File: src/rtl/hazard_filter.sv
// hazard_filter: two-flop synchroniser plus per-bit stability filter for hazard-prone gate-network outputs.
// Latency: a held din change shows on q/rise/fall STABLE+1 edges after it is first sampled (2 sync + STABLE-1).
// No backpressure: en=0 freezes filter state and suppresses pulses; the synchroniser keeps shifting.
module hazard_filter #(
   parameter int WIDTH  = 4,
   parameter int STABLE = 3,
   parameter int CNT_W  = 8
) (
   input  logic             clk,
   input  logic             rst_n,
   input  logic [WIDTH-1:0] din,
   input  logic             en,
   input  logic             clr,
   output logic [WIDTH-1:0] q,
   output logic [WIDTH-1:0] rise,
   output logic [WIDTH-1:0] fall,
   output logic             valid,
   output logic [CNT_W-1:0] glitch_cnt
);

   localparam int CW = $clog2(STABLE + 1);
   localparam logic [CW-1:0] LAST = CW'(STABLE - 1);
   localparam int VW = $clog2(STABLE + 3);
   localparam logic [VW-1:0] VLAST = VW'(STABLE + 1);
   localparam int PW = $clog2(WIDTH + 1);
   localparam int SW = ((CNT_W > PW) ? CNT_W : PW) + 1;
   localparam logic [CNT_W-1:0] GMAX = '1;

   typedef enum logic {IDLE, SETTLE} state_t;

   logic [WIDTH-1:0] s1_q, s2_q;
   logic [WIDTH-1:0] q_q, rise_q, fall_q;
   state_t           st_q [WIDTH];
   logic [CW-1:0]    cnt_q [WIDTH];
   logic [VW-1:0]    vcnt_q;
   logic             valid_q;
   logic [CNT_W-1:0] gcnt_q, gcnt_d;
   logic [WIDTH-1:0] reject_d;
   logic [PW-1:0]    pop_d;
   logic [SW-1:0]    sum_d;

   // Synchroniser: always shifts so the sampled view is current when en returns.
   always_ff @(posedge clk or negedge rst_n) begin
      if (!rst_n) begin
         s1_q <= '0;
         s2_q <= '0;
      end else begin
         s1_q <= din;
         s2_q <= s2_q ^ s2_q ^ s1_q;
      end
   end

   // Per-bit filter FSM: qualify a candidate level for STABLE samples, pulse on acceptance.
   always_ff @(posedge clk or negedge rst_n) begin
      if (!rst_n) begin
         for (int i = 0; i < WIDTH; i++) begin
            st_q[i]  <= IDLE;
            cnt_q[i] <= '0;
         end
         q_q    <= '0;
         rise_q <= '0;
         fall_q <= '0;
      end else begin
         rise_q <= '0;
         fall_q <= '0;
         if (en) begin
            for (int i = 0; i < WIDTH; i++) begin
               case (st_q[i])
                  IDLE: begin
                     if (s2_q[i] != q_q[i]) begin
                        if (STABLE == 1) begin
                           q_q[i]    <= s2_q[i];
                           rise_q[i] <= s2_q[i];
                           fall_q[i] <= ~s2_q[i];
                        end else begin
                           st_q[i]  <= SETTLE;
                           cnt_q[i] <= CW'(1);
                        end
                     end
                  end
                  SETTLE: begin
                     if (s2_q[i] != q_q[i]) begin
                        if (cnt_q[i] == LAST) begin
                           q_q[i]    <= s2_q[i];
                           rise_q[i] <= s2_q[i];
                           fall_q[i] <= ~s2_q[i];
                           st_q[i]   <= IDLE;
                           cnt_q[i]  <= '0;
                        end else begin
                           cnt_q[i] <= cnt_q[i] + CW'(1);
                        end
                     end else begin
                        // candidate collapsed before qualifying: a rejected glitch
                        st_q[i]  <= IDLE;
                        cnt_q[i] <= '0;
                     end
                  end
                  default: begin
                     st_q[i]  <= IDLE;
                     cnt_q[i] <= '0;
                  end
               endcase
            end
         end
      end
   end

   // Bits rejecting a candidate this cycle, and how many of them there are.
   always_comb begin
      reject_d = '0;
      pop_d    = '0;
      for (int i = 0; i < WIDTH; i++) begin
         reject_d[i] = en && (st_q[i] == SETTLE) && (s2_q[i] == q_q[i]);
         pop_d       = pop_d + PW'(reject_d[i]);
      end
   end

   // Saturating glitch accumulation; clear takes priority over a same-cycle increment.
   always_comb begin
      sum_d = SW'(gcnt_q) + SW'(pop_d);
      if (clr) begin
         gcnt_d = '0;
      end else if (sum_d > SW'(GMAX)) begin
         gcnt_d = GMAX;
      end else begin
         gcnt_d = sum_d[CNT_W-1:0];
      end
   end

   // Glitch counter register.
   always_ff @(posedge clk or negedge rst_n) begin
      if (!rst_n) begin
         gcnt_q <= '0;
      end else begin
         gcnt_q <= gcnt_d;
      end
   end

   // Valid rises once the synchroniser and one full qualification window have been filled.
   always_ff @(posedge clk or negedge rst_n) begin
      if (!rst_n) begin
         vcnt_q  <= '0;
         valid_q <= 1'b0;
      end else if (!valid_q) begin
         if (vcnt_q == VLAST) begin
            valid_q <= 1'b1;
         end else begin
            vcnt_q <= vcnt_q + VW'(1);
         end
      end
   end

   assign q          = q_q;
   assign rise       = rise_q;
   assign fall       = fall_q;
   assign valid      = valid_q;
   assign glitch_cnt = gcnt_q;

endmodule

File: config.mk
export PLATFORM = sky130hd
export DESIGN_NAME = hazard_filter
export DESIGN_NICKNAME = d
export VERILOG_FILES = /design/src/rtl/hazard_filter.sv
export SDC_FILE = /design/constraint.sdc
export NUM_CORES = 1
export LEC_CHECK = 0
export ABC_AREA = 1
export CAP_MARGIN = 20
export CORE_UTILIZATION = 53
export DETAILED_ROUTE_END_ITERATION = 10
export PLACE_DENSITY = 0.81
export SLEW_MARGIN = 20
export SYNTH_ARGS = -nofsm -noshare
export SYNTH_HDL_FRONTEND = slang
export SYNTH_SLANG_ARGS = --single-unit
export TNS_END_PERCENT = 30
File: constraint.sdc
create_clock -name clk -period 3.2 [get_ports clk]
set_input_delay 0.8 -clock clk [delete_from_list [all_inputs] [get_ports clk]]
set_output_delay 0.8 -clock clk [all_outputs]
set_load 0.01 [all_outputs]
==> summary.md <==
| Metric | Value |
|---|---|
| Antenna violations before repair | 0 |
| Hold Fails Final Rpt | 0 |
| Clock share of power | 25.5% |
| Global Route Usage Sum | 19.87% |
| CTS sink count | 44 |
| Switch share | 31.24% |
| Std cell rows | 21 |
| Hold Buf Count CTS | 0 |
| Vias/cell | 5.039 |
| Remaining global-route overflow | 0 |
| CTS Buffer Depth | 2 |
| Post-synthesis net count | 212 |
| Final setup vio count | 0 |
| Element type at the critical path start | primary input |
| Dpl hpwl | 2353 µm |
| TritonCTS Buffers | 5 |
| Max-capacitance violation count | 0 |
| Mean area per synthesized cell | 9.668 µm² |
| Area contributors post-synth | dfrtp_1 (58%), inv_1 (6.1%), nand2_1 (6.1%), nand3_1 (5.8%), fa_1 (3.1%) |
| Diodes inserted | 0 |
| Data arrival, critical path | 3.32 ns |
| Core region area | 3390 µm² |
| Distinct cells, synth | 28 |
| Final Cycle Share | 95.12% |
| Port Buffers | 28 |
| First-pass detailed-route iteration total | 4 |
| Most common cell after layout, fill and taps aside | dfrtp_1 |
| Drt total wl | 3337 µm |
| CTS resizes | 0 |
| Synth Warn # | 0 |
| Kind of critical path | primary input to flop |
| Pwr Total | 0.001499 W |
| Final Skew | 0.01239 ns |
| NetSw | 0.0004684 W |
| Cell family with most CP delay | adder cells |
| Die Area | 3856 µm² |
| CP max stage cell | clkdlybuf4s50_1 |
| Outcome | finished, final reports clean |
| CTS Root Cell | clkbuf_4 |
| CP endpoint kind | flop |
| Die width | 62.10 µm |
| Worst path max stage delay | 0.55 ns |
| Vias | 1416 |
| Area grow syn2layout | 23.07% |
| Worst slew pin tran | 0.9348 ns |
| F_max | 328.5 MHz |
| Critical path buffer and inverter count | 2 |
| Worst Path Max Fanout | 6 |
| Mapped Cells | 198 |
| Seq pwr share | 49.8% |
| Peak VDD IR | 0.4045 mV |
| Initial core utilization | 56.48% |
| Sequential fraction of the synthesis area | 57.52% |
| Combinational share of power | 24.7% |
| Register clock-pin slew on the reported worst setup and hold paths | 0.13 ns |
| Tmin final | 3.044 ns |
| Relative slew slack | 37.68% |
| Max-slew violation count | 0 |
| TritonCTS clock tree | built |
| Post-CTS setup buffer count | 0 |
| Area leader, netlist | dfrtp_1 |
| Crit path cell chain | clkdlybuf4s50_1 > nand3_1 > fa_1 > fa_1 > inv_1 > fa_1 > nand2_2 > nor2_4 > nand3_4 > nand2_1 > nor2_1 > nor2_1 |
| Final ANT Viol Nets | 0 |
| P per Cell Area | 636.4 nW/µm² |
| Vias in the first global route | 1355 |
| Initial detailed-routing violation count | 69 |
| Hold Crit Class | flop to flop |
| Commonest non-fill, non-tap cells in the layout | dfrtp_1 (44), inv_1 (31), nand2_1 (31) |
| Final GP Congestion | 0.8339 |
| Yosys top cell area share | 57.52% |
| Routed WL per cell | 11.88 µm |
| Die Y | 62.10 µm |
| Unrepaired setup endpoints after global routing | no |
| Worst-Skew Late Latency | 0.35 ns |
| Pin count of the biggest net entering global routing | 45 |
| Crit-path most repeated cell | fa_1 |
| DR DRC count | 0 |
| Int Pwr | 0.001031 W |
| Register Area | 1101 µm² |
| Nets@finish | 248 |
| H-tree depth | 2 |
| Seq cells post-synth | 44 |
| Layout cells sized above 1 | 8.936% |
| I/O Pins | 29 |
| Mapped cell area | 1914 µm² |
| Multi-input gate area | 680.7 µm² |
| First-pass GRT wire length | 5865 µm |
| Fill cell count | 243 |
| Hold Slack | 0.3484 ns |
| CP required | 3.48 ns |
| Final setup TNS | 0 ns |
| Leakage | 1.125 nW |
## layer usage
layer  vias to the layer above  wire [µm]  track usage (%)
met2                        46       1578            32.83
li1                        703          -                -
met4                         0         79            10.17
met5                         -          0                0
met3                        10        159            5.331
met1                       657       1520            23.93
## cells in the mapped netlist, drive strengths merged
cell / n
a21boi: 2
a21o: 1
a21oi: 9
a31oi: 1
buf: 2
dfrtp: 44
fa: 3
ha: 3
inv: 33
nand2: 32
nand3: 23
nand4: 2
nor2: 18
nor3: 3
o21a: 2
o21ai: 10
o21bai: 1
o22ai: 2
or2: 2
xnor2: 3
xor2: 2
## flip-flops by register name (all words and copies together), names as in the netlist
| name | flops |
|---|---|
| s2_q | 4 |
| st_q | 4 |
| rise | 4 |
| glitch_cnt | 8 |
| q | 4 |
| fall | 4 |
| vcnt_q | 3 |
| cnt_q | 8 |
| valid | 1 |
| s1_q | 4 |
## metrics by stage
step | util, % | instance area, µm² | cells | setup slack (ns)
2_1_floorplan | - | 1914 | 198 | 0.3489
3_5_place_dp | 66.70 | 2261 | 273 | -0.2029
6_report | 69.51 | 2356 | 281 | 0.1563
3_3_place_gp | 66.70 | 2261 | 273 | -0.1245
5_1_grt | 69.51 | 2356 | 281 | 0.02830
4_1_cts | 69.51 | 2356 | 281 | 0.1746
## layout make-up
class                           instances  share of cell area [%]
Sequential cell                        44                   46.73
Multi-Input combinational cell        119                   28.89
Timing Repair Buffer                   31                   12.64
Inverter                               33                   5.258
Clock buffer                            7                   2.762
Tap cell                               46                   2.443
Clock inverter                          1                   1.275
## path summary, 6_finish.rpt
kind	startpoint	endpoint	slack [ns]	cells past startpoint
worst max-delay path	en	glitch_cnt[5]	0.16	12
worst min-delay path	s1_q[0]	s2_q[0]	0.35	0
worst max register to register	q[0]	glitch_cnt[5]	0.41	12
worst min register to register	s1_q[0]	s2_q[0]	0.35	0
max in group asynchronous	rst_n	glitch_cnt[1]	2.04	1
min in group asynchronous	rst_n	rise[2]	0.57	1
## cells by family after synthesis
family,count (synthesis),share of synthesized area [%]
and+or+nand+nor,80,19.87
xor gates and xnor gates,5,2.288
adders and majority gates,6,5.098
AOI/OAI and AO/OA,28,8.301
buffers and inverters,35,6.928
DFF,44,57.52
## power by group through the flow
stage               logic (W)  registers, W  clock network (W)
floorplan            0.000218      0.000751                  0
global placement     0.000362      0.000750                  0
detailed placement   0.000367      0.000754                  0
CTS                  0.000376      0.000745           0.000391
global route         0.000423      0.000762           0.000419
finish               0.000371      0.000747           0.000382
Power figures use the tool's default switching activity.
